===== src/rtl/waveform_analyzer_pkg.sv =====
// Shared definitions for the waveform analyzer and the generator benches.
// Holds the FSM state encoding and the default crossing threshold/hysteresis.
// No ports; imported with "import waveform_analyzer_pkg::*;".
package waveform_analyzer_pkg;

  // Analyzer state: waiting for the first rising crossing, or measuring a period.
  typedef enum logic {
    IDLE    = 1'b0,
    MEASURE = 1'b1
  } state_t;

  // Default crossing midpoint and hysteresis half-width (unsigned 8-bit domain).
  localparam int DEF_THRESH = 128;
  localparam int DEF_HYST   = 8;

  // Schmitt trigger output level.
  typedef enum logic {
    LVL_LOW  = 1'b0,
    LVL_HIGH = 1'b1
  } level_t;

endpackage


===== src/rtl/waveform_analyzer_crossing.sv =====
// Schmitt-trigger rising-crossing detector for 8-bit unsigned samples.
// Ports: clk, rst (sync active-low), sample_valid/sample in; level (registered
// hysteresis state) and rise (combinational, asserted on the accepted sample that flips LOW->HIGH).
module schmitt_crossing_detector
  import waveform_analyzer_pkg::*;
#(
  parameter int THRESH = DEF_THRESH,
  parameter int HYST   = DEF_HYST
) (
  input  logic       clk,
  input  logic       rst,
  input  logic       sample_valid,
  input  logic [7:0] sample,
  output level_t     level,
  output logic       rise
);

  // Compare in 9 bits so THRESH+HYST up to 255 and THRESH-HYST down to 0 stay exact.
  localparam logic [8:0] HI_LVL = 9'(THRESH + HYST);
  localparam logic [8:0] LO_LVL = 9'(THRESH - HYST);

  logic [8:0] sample_ext;
  logic       at_high;
  logic       at_low;

  assign sample_ext = {1'b0, sample};
  assign at_high    = (sample_ext >= HI_LVL);
  assign at_low     = (sample_ext <= LO_LVL);

  assign rise = sample_valid && (level == LVL_LOW) && at_high;

  always_ff @(posedge clk) begin
    if (!rst) begin
      level <= LVL_LOW;
    end else if (sample_valid) begin
      if (level == LVL_LOW && at_high) begin
        level <= LVL_HIGH;
      end else if (level == LVL_HIGH && at_low) begin
        level <= LVL_LOW;
      end
    end
  end

endmodule


===== src/rtl/waveform_analyzer.sv =====
// Measures period, min, max and peak-to-peak amplitude between rising threshold
// crossings of an 8-bit sample stream; times out after MAX_PERIOD samples without a crossing.
// Ports: clk, rst (sync active-low), sample_valid/sample in; period/min_val/max_val/amplitude
// results with result_valid pulse, timeout pulse, locked level. Results appear one cycle after the crossing sample.
module waveform_analyzer
  import waveform_analyzer_pkg::*;
#(
  parameter int THRESH     = DEF_THRESH,
  parameter int HYST       = DEF_HYST,
  parameter int PERIOD_W   = 16,
  parameter int MAX_PERIOD = 1000
) (
  input  logic                clk,
  input  logic                rst,
  input  logic                sample_valid,
  input  logic [7:0]          sample,
  output logic [PERIOD_W-1:0] period,
  output logic [7:0]          min_val,
  output logic [7:0]          max_val,
  output logic [7:0]          amplitude,
  output logic                result_valid,
  output logic                timeout,
  output logic                locked
);

  localparam logic [PERIOD_W-1:0] MAX_CNT = PERIOD_W'(MAX_PERIOD);
  localparam logic [PERIOD_W-1:0] ONE     = PERIOD_W'(1);

  level_t level;
  logic   rise;

  schmitt_crossing_detector #(
    .THRESH (THRESH),
    .HYST   (HYST)
  ) u_crossing (
    .clk          (clk),
    .rst          (rst),
    .sample_valid (sample_valid),
    .sample       (sample),
    .level        (level),
    .rise         (rise)
  );

  state_t              state, state_nxt;
  logic [PERIOD_W-1:0] cnt, cnt_nxt, cnt_inc;
  logic [7:0]          min_r, min_nxt;
  logic [7:0]          max_r, max_nxt;
  logic [PERIOD_W-1:0] period_nxt;
  logic [7:0]          min_val_nxt, max_val_nxt, amplitude_nxt;
  logic                result_valid_nxt, timeout_nxt;

  assign cnt_inc = cnt + ONE;
  assign locked  = (state == MEASURE);

  always_ff @(posedge clk) begin
    if (!rst) begin
      state        <= IDLE;
      cnt          <= '0;
      min_r        <= 8'hFF;
      max_r        <= 8'h00;
      period       <= '0;
      min_val      <= 8'h00;
      max_val      <= 8'h00;
      amplitude    <= 8'h00;
      result_valid <= 1'b0;
      timeout      <= 1'b0;
    end else begin
      state        <= state_nxt;
      cnt          <= cnt_nxt;
      min_r        <= min_nxt;
      max_r        <= max_nxt;
      period       <= period_nxt;
      min_val      <= min_val_nxt;
      max_val      <= max_val_nxt;
      amplitude    <= amplitude_nxt;
      result_valid <= result_valid_nxt;
      timeout      <= timeout_nxt;
    end
  end

  always_comb begin
    state_nxt        = state;
    cnt_nxt          = cnt;
    min_nxt          = min_r;
    max_nxt          = max_r;
    period_nxt       = period;
    min_val_nxt      = min_val;
    max_val_nxt      = max_val;
    amplitude_nxt    = amplitude;
    result_valid_nxt = 1'b0;
    timeout_nxt      = 1'b0;

    if (sample_valid) begin
      case (state)
        IDLE: begin
          if (rise) begin
            state_nxt = MEASURE;
            cnt_nxt   = ONE;
            min_nxt   = sample;
            max_nxt   = sample;
          end
        end
        MEASURE: begin
          if (rise) begin
            // The crossing sample closes the old period and opens the new one.
            period_nxt       = cnt;
            min_val_nxt      = min_r;
            max_val_nxt      = max_r;
            amplitude_nxt    = max_r - min_r;
            result_valid_nxt = 1'b1;
            cnt_nxt          = ONE;
            min_nxt          = sample;
            max_nxt          = sample;
          end else if (cnt_inc == MAX_CNT) begin
            // Too long without a crossing: drop the partial period, keep old results.
            timeout_nxt = 1'b1;
            state_nxt   = IDLE;
            cnt_nxt     = '0;
            min_nxt     = 8'hFF;
            max_nxt     = 8'h00;
          end else begin
            cnt_nxt = cnt_inc;
            if (sample < min_r) min_nxt = sample;
            if (sample > max_r) max_nxt = sample;
          end
        end
        default: begin
          state_nxt = IDLE;
        end
      endcase
    end
  end

endmodule

===== config.mk =====
export PLATFORM = sky130hd
export DESIGN_NAME = waveform_analyzer
export DESIGN_NICKNAME = d
export VERILOG_FILES = /design/src/rtl/waveform_analyzer_pkg.sv /design/src/rtl/waveform_analyzer_crossing.sv /design/src/rtl/waveform_analyzer.sv
export SDC_FILE = /design/constraint.sdc
export NUM_CORES = 1
export LEC_CHECK = 0
export ABC_AREA = 1
export BUFFER_PORTS_ARGS = -buffer_cell sky130_fd_sc_hd__buf_2
export CAP_MARGIN = 10
export CORE_MARGIN = 4
export CORE_UTILIZATION = 50
export DETAILED_ROUTE_END_ITERATION = 8
export PLACE_DENSITY = 0.71
export SKIP_CTS_REPAIR_TIMING = 1
export SLEW_MARGIN = 40
export SYNTH_ARGS = -nofsm -noshare
export SYNTH_HDL_FRONTEND = slang
export SYNTH_SLANG_ARGS = --single-unit

===== constraint.sdc =====
create_clock -name clk -period 2.86 [get_ports clk]
set_input_delay 0.572 -clock clk [delete_from_list [all_inputs] [get_ports clk]]
set_output_delay 0.572 -clock clk [all_outputs]
set_load 0.01 [all_outputs]

# ---- Word level (Yosys, flattened, before mapping)
# Cells that the tools add are included.
# W data, S select, Z words.
dict set report totals {
  register_bits 76
  latchBits 0
  ram_bits 0
  mem_bits_ro 0
  inputBits 11
  out_inout_bits 43
  word_cells 57
  memories 0
}
dict set report classes {
  n_addsub 2
  mul 0
  div 0
  order_cmp 4
  eq_ne 4
  n_shift 0
  muxes 20
  bitwise 4
  n_reduce_logical 12
}
# cell count
set op_table {}
lappend op_table {{$mux W8} 7}
lappend op_table {{$mux W16} 3}
lappend op_table {{$pmux W16 S2} 1}
lappend op_table {{$pmux W8 S2} 2}
lappend op_table {{$add A16 B1 Y16 const B} 1}
lappend op_table {{$eq A16 B10 Y1 const B} 1}
lappend op_table {{$reduce_and A3 Y1} 4}
lappend op_table {{$ge A8 B8 Y1 const B} 1}
lappend op_table {{$gt A8 B8 Y1} 1}
lappend op_table {{$le A8 B7 Y1 const B} 1}
lappend op_table {{$lt A8 B8 Y1} 1}
lappend op_table {{$ne A4 B2 Y1 const B} 2}
lappend op_table {{$sub A8 B8 Y8} 1}
lappend op_table {{$mux W1} 6}
lappend op_table {{$logic_and A1 B1 Y1} 4}
lappend op_table {{$not A1 Y1} 4}
lappend op_table {{$reduce_and A2 Y1} 2}
lappend op_table {{$reduce_or A4 Y1} 1}
lappend op_table {{$ne A2 B2 Y1 const B} 1}
lappend op_table {{$pmux W1 S2} 1}
lappend op_table {{$reduce_bool A2 Y1} 1}

# ---- Logic depth before layout (Yosys ltp)
# Gate-level depths: netlist of the first run.
dict set report depth {
  word_depth 5
  mapped_depth 15
  depth_no_buf 14
}

# ---- Cells and area by module
# From an unflattened synthesis of the first run, not the netlist that was laid out.
dict set report hier_totals {
  hier_cells 547
  area_unflattened_um2 3877.5
}
# module n_inst cells_each area_each_um2 seq_area_each_um2
set by_module_without_submodules {}
lappend by_module_without_submodules {waveform_analyzer 1 526 3776.1 1501.4}
lappend by_module_without_submodules {schmitt_crossing_detector 1 21 101.3 20.0}

# ---- Least setup slack after synthesis of the first run
# Ideal clock, no wire load.
dict set report synth_timing {
  kind {input -> register}
  from {input sample[3]}
  to {register max_r[6]}
  setup_time_ns 0.115
  t_arrival_ns 1.863
  required_ns 2.745
  setup_slack_ns 0.882
  path_stages 9
  path_buffers 1
  cell_sequence {inv_1 nand4_1 nand2_1 inv_1 nor2_1 clkinv_1 buf_2 a21oi_1 nor2_1}
}
dict set report synth_via {
  elab_chain_cells 4
  elab_cells_between_ends 8
  classes_between {order compare: 2; eq/ne: 2; mux: 2; reduce/logical: 2}
}
# item line
set synth_rtl {}
lappend synth_rtl {{from (decl)} waveform_analyzer.sv:16} ;# input logic [7:0] sample,
lappend synth_rtl {{$ge A8 B8 Y1} waveform_analyzer_crossing.sv:27} ;# assign at_high = (sample_ext >= HI_LVL);
lappend synth_rtl {{$logic_and A1 B1 Y1} waveform_analyzer_crossing.sv:30} ;# assign rise = sample_valid && (level == LVL_LOW) && at_high;
lappend synth_rtl {{$ne A4 B2 Y1 (no line), or another cell as far along} -}
lappend synth_rtl {{$reduce_and A3 Y1 (no line) or $pmux W8 S2 (tied branches)} -}
lappend synth_rtl {{to (signal assigned)} waveform_analyzer.sv:71} ;# max_r <= max_nxt;
lappend synth_rtl {{to (decl)} waveform_analyzer.sv:47} ;# logic [7:0] max_r, max_nxt;
# Several ways; a longest one is shown, not always the timed one.
# A chain may end at the register's enable or synchronous reset.

# ---- Final worst setup path of the first run
dict set report layout_timing {
  from {register cnt[0]}
  to {register max_r[1]}
}
dict set report layout_via {
  elab_chain_cells 5
  elab_cells_between_ends 7
  classes_between {add/sub: 1; eq/ne: 2; mux: 3; reduce/logical: 1}
}
# item line
set layout_rtl {}
lappend layout_rtl {{from (decl)} waveform_analyzer.sv:45} ;# logic [PERIOD_W-1:0] cnt, cnt_nxt, cnt_inc;
lappend layout_rtl {{from (signal assigned)} waveform_analyzer.sv:69} ;# cnt <= cnt_nxt;
lappend layout_rtl {{$add A16 B1 Y16 *} waveform_analyzer.sv:52} ;# assign cnt_inc = cnt + ONE;
lappend layout_rtl {{$eq A16 B10 Y1 *} waveform_analyzer.sv:114} ;# end else if (cnt_inc == MAX_CNT) begin
lappend layout_rtl {{$mux W8} waveform_analyzer.sv:114}
lappend layout_rtl {{$mux W8} waveform_analyzer.sv:104} ;# if (rise) begin
lappend layout_rtl {{$pmux W8 S2} waveform_analyzer.sv:94} ;# case (state)
# Every way passes the cells marked *; elsewhere a longest branch is shown, timed or not.

==> results by group, run 1 <==
Run status
  – Result of the run: complete, no violations

Global route
  – First-pass GRT wire length: 16880 um
  – Overflow left after global routing: 0
  – Number of antenna violations at the first check in global routing: 0
  – GRT Resource Usage Total: 0.2174
  – Via count of the first global-routing pass: 3441
  – Maximum number of pins on one net before global-route repair: 36

Critical path
  – Kind of critical path: flop to flop
  – Crit-path cells: ha_1 > nand2_1 > nor2_1 > nand3_1 > xor2_1 > nand3_1 > nor2_1 > nand3_2 > nand2_1 > nand3_1 > nand2_1 > nor2_1
  – Delay of the slowest cell on the worst path: 0.41 ns
  – Critical path depth: 12
  – Critical path's top delay family: simple AND/OR/NAND/NOR gates
  – Data required time at the worst endpoint: 3.10 ns
  – Critical path fanouts, max: 16
  – Crit-path slowest cell: dfxtp_1
  – Type of element launching the critical path: flop
  – Reg2reg path depth: 12
  – Worst EP arrival: 2.61 ns
  – Worst path buffer plus inverter count: 0
  – Critical Path End Type: flop

Layout
  – Fraction of final layout cells with drive strength greater than 1: 0.1426
  – Diodes inserted: 0
  – Number of fillers in the final layout: 791
  – Synthesis-to-layout area growth: 14.81%
  – Layout net count: 640
  – Final core utilization: 0.5879
  – Area of the multi-input gates: 2091 um2
  – Area used by sequential logic in the layout: 1521 um2

Route
  – Routed vias/inst: 5.404
  – Number of search-and-repair iterations in the first detailed-routing pass: 5
  – Post-DRT Antenna Nets: 0
  – Total wire length: 10230 um
  – Violation count after the first detailed-routing iteration: 245
  – Count of vias placed by the detailed router: 3848
  – Detail-routed net length per standard cell: 14.37 um
  – DRC errors left: 0

STA
  – Post-layout minimum cycle time: 2.372 ns
  – Final number of max-transition violations: 0
  – Post-route fraction of the period consumed by the critical path: 0.8294
  – Post-Route Setup TNS: 0 ns
  – WHS: 0.4738 ns
  – Least setup slack across all paths after layout: 0.4879 ns
  – Unrepaired setup endpoints after global routing: no
  – Slew @ Worst Pin: 0.6551 ns
  – Final count of hold timing violations: 0
  – Final setup skew: 0.009093 ns
  – Headroom to the max-slew limit: 0.5628
  – Final setup violating endpoints: 0
  – Maximum clock rate: 421.6 MHz

Placed design
  – HPWL Detailed: 7585 um
  – Port Buffer Count: 53
  – Worst setup timing slack at the placement stage: 0.4064 ns
  – RD Place Congestion: 0.9940

Clocking
  – Worst-case clock buffer depth: 2
  – Clock slew at the register clock pins of the worst setup and hold paths: 0.08 ns
  – Cell at the root of the clock tree: clkbuf_8
  – Number of levels in the clock H-tree: 3
  – Cts bufs inserted: 9
  – Insertion delay of the later-clocked pin in the worst-skew pair: 0.35 ns
  – CTS tree: done
  – Sinks on the clock net: 76

Floorplanning
  – Width of the chip: 96.73 um
  – Effective utilization at floorplan: 0.5120
  – Die Y: 96.73 um
  – # IOs: 54
  – Die area: 9356 um2
  – Area inside the core boundary: 7687 um2
  – Number of placement rows: 32

Worst hold path
  – Class of the worst hold path: flop to flop
  – Worst hold stages: 2

Logic synthesis
  – Synthesized netlist net count: 590
  – Post-synth EDFFs: 0
  – Distinct cell type count of the synthesized netlist: 32
  – Synthesized instance count: 555
  – Dominant register cell in the synthesized netlist: dfxtp_1
  – Synth async-reset ratio: 0
  – Sequential element share of the synthesized area: 0.3865
  – Average instance area after synthesis: 7.092 um2
  – Library cell occupying the most area in the post-synthesis netlist: dfxtp_1
  – Total of flip-flops plus latches after synthesis: 76
  – Number of warnings printed during yosys synthesis: 0
  – Most common cell in the netlist: nand2_1
  – Area of the mapped netlist: 3936 um2
  – Top cell types by occurrence after synthesis: nand2_1 (119), dfxtp_1 (76), a21oi_1 (71)
  – Cells taking the most area after synthesis: dfxtp_1 (39%), nand2_1 (11%), a21oi_1 (9.0%)
  – Area fraction of the dominant cell type after synthesis: 0.3865

Pwr
  – Clock network fraction of design power: 0.407
  – Leakage power summed over all cells: 2.131 nW
  – Internal power: 0.001804 W
  – Net switching power figure: 0.0006594 W
  – Fraction of power consumed by sequential logic: 0.459
  – Ratio of total power to cell area: 545.1 nW/um2
  – Logic pwr share: 0.134
  – Sw Ratio: 0.2677
  – VDD IR-drop max: 0.2741 mV

Flow run
  – Max capacitance violation total: 0
## cells in the final DEF (no fill, tap or decap), drive strengths merged, types with 2 or more instances in the layout
cell | netlist | final
dfxtp | 76 | 76
nand4 | 6 | 6
bufinv | 0 | 3
o21ai | 48 | 48
nand3b | 3 | 3
inv | 57 | 57
nor4 | 2 | 2
clkinv | 2 | 5
o21a | 2 | 2
xnor2 | 2 | 2
ha | 23 | 23
a21oi | 71 | 71
nor3 | 3 | 3
xor2 | 6 | 6
clkbuf | 15 | 10
buf | 6 | 60
nand3 | 54 | 54
nand2 | 120 | 120
nor2 | 52 | 52
o211ai | 2 | 2
## layer usage
| layer | wire (um) | share of wire | vias up | GRT usage |
|---|---|---|---|---|
| met5 | 0 | 0 | - | 0 |
| li1 | - | - | 1944 | - |
| met4 | 121 | 0.012 | 0 | 0.07019 |
| met1 | 5109 | 0.50 | 1746 | 0.3283 |
| met3 | 714 | 0.070 | 9 | 0.03893 |
| met2 | 4285 | 0.42 | 149 | 0.3110 |
## layout make-up
class | count | area share
tap | 102 | 0.02824
sequential | 76 | 0.3367
multi-input combinational | 399 | 0.4626
inverter | 59 | 0.04900
timing repair buffer | 60 | 0.07032
clock inverter | 6 | 0.02492
clock buffer | 10 | 0.02824
## sequential cells by signal (all words and copies together), names as in the netlist
register          flops
period               16
min_r                 8
result_valid          1
cnt                  16
amplitude             8
u_crossing.level      1
min_val               8
timeout               1
max_r                 8
locked                1
max_val               8
## path summary, 6_finish.rpt
kind,to,from,slack (ns)
worst max-delay path,max_r[1],cnt[0],0.49
worst max register to register,max_r[1],cnt[0],0.49
worst min register to register,u_crossing.level,u_crossing.level,0.47
worst min-delay path,u_crossing.level,u_crossing.level,0.47
## power groups by stage
| stage | Sequential, W | Combinational (W) | Clock (W) |
|---|---|---|---|
| global placement | 0.00115 | 0.000321 | 0 |
| floorplan | 0.00116 | 0.000224 | 0 |
| global route | 0.00114 | 0.000374 | 0.00105 |
| finish | 0.00113 | 0.000331 | 0.00100 |
| detailed placement | 0.00115 | 0.000328 | 0 |
| CTS | 0.00113 | 0.000330 | 0.00101 |
## cells by family (layout without fill, tap and decap cells)
family          after synthesis  after routing  synth area share
compound gates              125            125            0.1627
xor+xnor                      8              8           0.01780
fa+ha+maj                    24             24           0.07820
buf+inv                      80            135           0.08423
flops                        76             76            0.3865
simple gates                242            242            0.2705
## tightest hold or removal path, cell delays in order, from the launching register on
cell,delay [ns]
dfxtp_1,0.32
nand2_1,0.06
a21oi_1,0.05
## per-stage QoR
| stage | area [um2] | std cells | total power, W |
|---|---|---|---|
| finish | 4519 | 712 | 0.002463 |
| global route | 4519 | 712 | 0.002564 |
| CTS | 4519 | 712 | 0.002473 |
| detailed placement | 4279 | 696 | 0.001482 |
| global placement | 4279 | 696 | 0.001475 |
| floorplan | 3936 | 555 | 0.001381 |
Power figures use the tool's default switching activity.
==> run 2, diff against run 1 <==
PLACE_DENSITY = 0.74   (was 0.71)
clock period = 2.1 ns   (was 2.86 ns; I/O delays follow)
==> run 2 against run 1 <==
The run now ends with negative setup slack left. Hold slack worse by 0.084 ns. Sequential share of layout area decreased by 4.2 points. Sequential cell count unchanged. Sequential power rose by 36%. Largest power group unchanged. First-iteration DRC count rose by 110%. Cell count grew 7.2%. Clock skew rose by 0.0018 ns. Worst setup slack lost 0.53 ns. Core utilization grew 9.1 points. Routed wire length rose by 23%.
==> results by group, run 2 (synthesis gave the netlist of run 1 again) <==
Critical path
  – Type of element launching the critical path: flop
  – Delay of the slowest cell on the worst path: 0.37 ns
  – Data required time at the worst endpoint: 2.34 ns
  – Reg2reg path depth: 14
  – Worst path buffer plus inverter count: 2
  – Worst EP arrival: 2.38 ns
  – Reg-to-reg critical path endpoint: cnt[2]
  – Crit-path cells: ha_4 > nand2_4 > nor2_4 > nand2_1 > nand2_2 > nand3_2 > buf_4 > nor2_1 > nand2_1 > nor2_2 > nand3b_1 > buf_6 > nand3_1 > a21oi_1
  – Critical path's top delay family: simple AND/OR/NAND/NOR gates
  – Critical path depth: 14
  – Internal reg-to-reg setup slack: -0.04 ns
  – Critical path fanouts, max: 4
  – Crit-path slowest cell: dfxtp_2
  – Startpoint of the worst-slack reg-to-reg timing path: cnt[1]
  – Critical Path End Type: flop
  – Critical Path Most Common Cell: nand2_1
  – Kind of critical path: flop to flop

Layout
  – Layout net count: 691
  – Diodes inserted: 0
  – Largest regs: cnt: 16 flops, period: 16 flops
  – Post-layout instance area: 5216 um2
  – Number of fillers in the final layout: 629
  – Leading cell type in the layout, fill and taps excluded: nand2_1
  – Most frequent cells in the layout: nand2_1 (99), a21oi_1 (70), dfxtp_1 (66)
  – Synthesis-to-layout area growth: 32.52%
  – Fraction of final layout cells with drive strength greater than 1: 0.3026

Global route
  – Overflow left after global routing: 0
  – Via count of the first global-routing pass: 3792
  – Maximum number of pins on one net before global-route repair: 73
  – GRT Resource Usage Total: 0.2335
  – Met2 usage: 0.3408
  – GR Util met1: 0.3421
  – Number of antenna violations at the first check in global routing: 0
  – First-pass GRT wire length: 18080 um
  – Met3 usage: 0.04975
  – Highest-utilization routing layer at the global route stage: met1

Route
  – Post-DRT Antenna Nets: 0
  – Total wire length: 12590 um
  – Detail-routed net length per standard cell: 16.50 um
  – Routed vias/inst: 5.594
  – Count of vias placed by the detailed router: 4268
  – DRC errors left: 0
  – Number of search-and-repair iterations in the first detailed-routing pass: 6
  – Violation count after the first detailed-routing iteration: 511

Floorplanning
  – # IOs: 54
  – Effective utilization at floorplan: 0.5120
  – Number of placement rows: 32
  – Die area: 9356 um2
  – Width of the chip: 96.73 um
  – Die Y: 96.73 um
  – Area inside the core boundary: 7687 um2

Run status
  – Result of the run: complete, but fails checks
  – Violated checks: negative setup slack

Pwr
  – Ratio of total power to cell area: 643.6 nW/um2
  – VDD IR-drop max: 0.3718 mV
  – Leakage power summed over all cells: 2.417 nW

STA
  – Final number of max-transition violations: 0
  – Post-Route Setup TNS: -0.2629 ns
  – Final setup violating endpoints: 12
  – Unrepaired setup endpoints after global routing: yes
  – Least setup slack across all paths after layout: -0.03986 ns
  – Final count of hold timing violations: 0
  – Maximum clock rate: 467.3 MHz
  – Post-layout minimum cycle time: 2.140 ns
  – Post-route fraction of the period consumed by the critical path: 1.019
  – Final setup skew: 0.01086 ns
  – Slew @ Worst Pin: 0.5117 ns
  – Headroom to the max-slew limit: 0.6589

Clocking
  – Sinks on the clock net: 76
  – CTS tree: done
  – Cell at the root of the clock tree: clkbuf_8
  – Worst-case clock buffer depth: 2
  – Number of levels in the clock H-tree: 3
  – Insertion delay of the later-clocked pin in the worst-skew pair: 0.36 ns
  – Clock slew at the register clock pins of the worst setup and hold paths: 0.08 ns
  – Cts bufs inserted: 9

Worst hold path
  – Class of the worst hold path: input port to flop
  – Worst Min Path Start: sample_valid
  – Worst hold stages: 4
  – End of the worst hold path: locked

Placed design
  – Area of placed instances: 4582 um2
  – HPWL Detailed: 8023 um
  – Port Buffer Count: 53
  – RD Place Congestion: 1.026

Flow run
  – Max capacitance violation total: 0
[run 2: cell types whose count changed in the layout (fill, tap and decap cells not counted), sizes merged]
| cell | before | now |
|---|---|---|
| inv | 57 | 59 |
| clkinv | 5 | 3 |
| buf | 60 | 109 |
| clkinvlp | 0 | 1 |
| nand3 | 54 | 56 |
| bufinv | 3 | 2 |
[run 2: final cells by class]
type | count | area, um2 | share of cell area
well taps | 102 | 127.6 | 0.02447
inverters | 59 | 221.5 | 0.04246
flip-flops and latches | 76 | 1536 | 0.2946
clock buffers | 10 | 127.6 | 0.02447
clock inverters | 6 | 96.34 | 0.01847
repair buffers | 109 | 729.5 | 0.1398
multi-input cells | 401 | 2377 | 0.4557
[run 2: worst register-to-register path, cell delays in order (launching register included)]
cell	delay [ns]
dfxtp_2	0.37
ha_4	0.18
nand2_4	0.07
nor2_4	0.18
nand2_1	0.10
nand2_2	0.10
nand3_2	0.10
buf_4	0.15
nor2_1	0.10
nand2_1	0.09
nor2_2	0.10
nand3b_1	0.14
buf_6	0.17
nand3_1	0.08
a21oi_1	0.09
[run 2: layer usage]
layer  share of wire  up-vias
met2            0.45      246
met1            0.42     1929
met3           0.098       50
met4           0.030        0
met5               0        -
li1                -     2043
[run 2: metrics by stage]
| stage | setup slack, ns | hold WS (ns) | utilization | std cells | total power [W] |
|---|---|---|---|---|---|
| floorplan | 0.1560 | 0.4397 | - | 555 | 0.001881 |
| global placement | -0.02898 | 0.4552 | 0.5960 | 733 | 0.002033 |
| detailed placement | -0.09950 | 0.4576 | 0.5960 | 733 | 0.002051 |
| CTS | -0.1867 | 0.3956 | 0.6252 | 749 | 0.003310 |
| global route | -0.1369 | 0.4271 | 0.6785 | 763 | 0.003487 |
| finish | -0.03986 | 0.3898 | 0.6785 | 763 | 0.003357 |
[run 2: worst max path at each step]
| stage | from | endpoint |
|---|---|---|
| 2_1_floorplan | cnt[0] | max_r[6] |
| 3_3_place_gp | sample[7] | max_r[4] |
| 3_5_place_dp | cnt[0] | min_r[7] |
| 4_1_cts | cnt[0] | min_r[7] |
| 5_1_grt | cnt[1] | min_r[2] |
| 6_report | cnt[1] | cnt[2] |
[run 2: report_power, final]
| part | total [W] | internal [W] | switching, W |
|---|---|---|---|
| combinational | 0.000528 | 0.000200 | 0.000328 |
| sequential | 0.00154 | 0.00150 | 0.0000429 |
| clock | 0.00129 | 0.000685 | 0.000602 |
==> run 3, diff against run 2 <==
CAP_MARGIN = 40   (was 10)
CELL_PAD_IN_SITES_DETAIL_PLACEMENT = 1   (was not set)
CELL_PAD_IN_SITES_GLOBAL_PLACEMENT = 2   (was not set)
CORE_UTILIZATION = 29   (was 50)
PLACE_DENSITY = not set   (was 0.74)
PLACE_DENSITY_LB_ADDON = 0.1   (was not set)
==> run 3 against run 2 <==
The run still ends with negative setup slack left. Critical path depth down 1. First-iteration DRC count fell by 64%. Clock power grew 9%. Clock skew fell by 0.0037 ns. Critical endpoint is now min_r[0]. Power grew 4.7%. Sequential power hardly changed. Combinational power is 9.1% higher. Global-route usage shrank 6.0 points. Count of clock-buffer cells in the layout is 1 higher. Non-clock buffer count increased by 36. Core utilization is 24 points lower. Via count fell by 2.6%.
==> results by group, run 3 (synthesis gave the netlist of run 1 again) <==
Pwr
  – Sw Ratio: 0.2764
  – Internal power: 0.002543 W
  – Post-layout power: 0.003514 W
  – Net switching power figure: 0.0009713 W
  – Leakage power summed over all cells: 2.679 nW
  – Logic pwr share: 0.164
  – VDD IR-drop max: 0.3375 mV
  – Ratio of total power to cell area: 605.5 nW/um2
  – Clock network fraction of design power: 0.397
  – Fraction of power consumed by sequential logic: 0.439

Run status
  – Result of the run: complete, but fails checks
  – Violated checks: negative setup slack

Flow run
  – Max capacitance violation total: 0

Layout
  – Fraction of final layout cells with drive strength greater than 1: 0.3732
  – Post-layout instance area: 5803 um2
  – Post-route non-filler standard cell count: 870
  – Number of fillers in the final layout: 1685
  – Diodes inserted: 0
  – Most frequent cells in the layout: nand2_1 (90), buf_4 (81), a21oi_1 (68), dfxtp_1 (68), buf_2 (53)
  – Layout net count: 726
  – Synthesis-to-layout area growth: 47.43%
  – Leading cell type in the layout, fill and taps excluded: nand2_1
  – Largest regs: cnt: 16 flops, period: 16 flops

Route
  – Count of vias placed by the detailed router: 4157
  – Routed vias/inst: 4.778
  – Violation count after the first detailed-routing iteration: 182
  – Post-DRT Antenna Nets: 0
  – DRC errors left: 0
  – Number of search-and-repair iterations in the first detailed-routing pass: 4
  – Detail-routed net length per standard cell: 16.48 um
  – Total wire length: 14340 um

Floorplanning
  – Width of the chip: 124.5 um
  – Die Y: 124.5 um
  – Die area: 15500 um2
  – Number of placement rows: 42
  – Effective utilization at floorplan: 0.2972
  – Area inside the core boundary: 13240 um2
  – # IOs: 54

Clocking
  – CTS tree: done
  – Cts bufs inserted: 9
  – Worst-case clock buffer depth: 2
  – Number of levels in the clock H-tree: 3
  – Insertion delay of the later-clocked pin in the worst-skew pair: 0.33 ns
  – Sinks on the clock net: 76
  – Clock slew at the register clock pins of the worst setup and hold paths: 0.06 ns
  – Cell at the root of the clock tree: clkbuf_16

Critical path
  – Startpoint of the worst-slack reg-to-reg timing path: cnt[0]
  – Worst EP arrival: 2.36 ns
  – Data required time at the worst endpoint: 2.29 ns
  – Critical Path End Type: flop
  – Start point of the critical path: cnt[0]
  – Crit-path slowest cell: dfxtp_4
  – Type of element launching the critical path: flop
  – Delay of the slowest cell on the worst path: 0.37 ns
  – Critical path fanouts, max: 8
  – Kind of critical path: flop to flop
  – Crit-path cells: ha_4 > nand2_4 > nor2_4 > nand3_2 > xor2_2 > buf_4 > nand2_4 > nor2_4 > nand3_4 > nand3_4 > nand2_8 > nand2_1 > nand3_2

Worst hold path
  – Worst Min Path Start: rst
  – Class of the worst hold path: input port to flop

STA
  – Post-route fraction of the period consumed by the critical path: 1.032
  – Post-layout minimum cycle time: 2.167 ns
  – Final count of hold timing violations: 0
  – WHS: 0.3675 ns
  – Final number of max-transition violations: 0
  – Final setup skew: 0.007137 ns
  – Unrepaired setup endpoints after global routing: yes
  – Least setup slack across all paths after layout: -0.06662 ns
  – Headroom to the max-slew limit: 0.6102
  – Final setup violating endpoints: 11
  – Slew @ Worst Pin: 0.5847 ns
  – Maximum clock rate: 461.5 MHz

Placed design
  – RD Place Congestion: 0.8195
  – Area of placed instances: 4887 um2
  – HPWL Detailed: 10090 um
  – Number of placed cells counting well taps: 837
  – Port Buffer Count: 53

Global route
  – Via count of the first global-routing pass: 4092
  – First-pass GRT wire length: 21880 um
  – Number of antenna violations at the first check in global routing: 0
  – GRT Resource Usage Total: 0.1735
  – Maximum number of pins on one net before global-route repair: 57
  – Overflow left after global routing: 0
==> run 3: changes by cell type in the layout (fill, tap and decap cells not counted), sizes merged <==
cell / previous run / this run
clkinv: 3 / 5
inv: 59 / 57
bufinv: 2 / 0
clkbuf: 10 / 12
clkinvlp: 1 / 0
nand3: 56 / 55
buf: 109 / 144
==> run 3: final cells by class <==
class / instances / area (um2) / share of cell area
flip-flops and latches: 76 / 1536 / 0.2648
repair buffers: 145 / 1028 / 0.1772
inverters: 59 / 229.0 / 0.03946
clock buffers: 11 / 242.7 / 0.04183
multi-input cells: 400 / 2531 / 0.4362
well taps: 176 / 220.2 / 0.03795
clock inverters: 3 / 15.01 / 0.002587
==> run 3: per-layer routing <==
metal  GRT usage  part of all wire  vias to the layer above
li1            -                 -                     2109
met1      0.2691              0.52                     1968
met2      0.2497              0.44                       68
met3     0.02787             0.037                       12
met4     0.03868            0.0075                        0
met5           0                 0                        -
==> run 3: path summary, 6_finish.rpt <==
kind,endpoint,slack (ns),depth (start not counted)
worst max-delay path,min_r[0],-0.07,13
worst min-delay path,u_crossing.level,0.37,3
worst max register to register,min_r[0],-0.07,13
worst min register to register,u_crossing.level,0.47,2
==> run 3: through the flow <==
step           worst slack, ns    util  TNS [ns]
5_1_grt                -0.1585  0.4382    -3.096
2_1_floorplan           0.1560       -         0
6_report              -0.06662  0.4382   -0.4428
4_1_cts                -0.3484  0.3885    -4.961
3_3_place_gp           -0.2946  0.3690    -3.181
3_5_place_dp           -0.3161  0.3690    -4.076
==> run 3: power by group through the flow <==
stage	registers [W]	logic, W	clock network, W
5_1_grt	0.00155	0.000649	0.00150
2_1_floorplan	0.00158	0.000305	0
6_report	0.00154	0.000576	0.00140
4_1_cts	0.00154	0.000538	0.00145
3_5_place_dp	0.00157	0.000535	0
3_3_place_gp	0.00157	0.000523	0
==> run 3: worst max-delay path: cells and delay by family (launching register included) <==
kind	cells	cell delay, ns
simple gates	10	1.10
flops	1	0.37
xor+xnor	1	0.22
fa+ha+maj	1	0.18
buf+inv	1	0.16
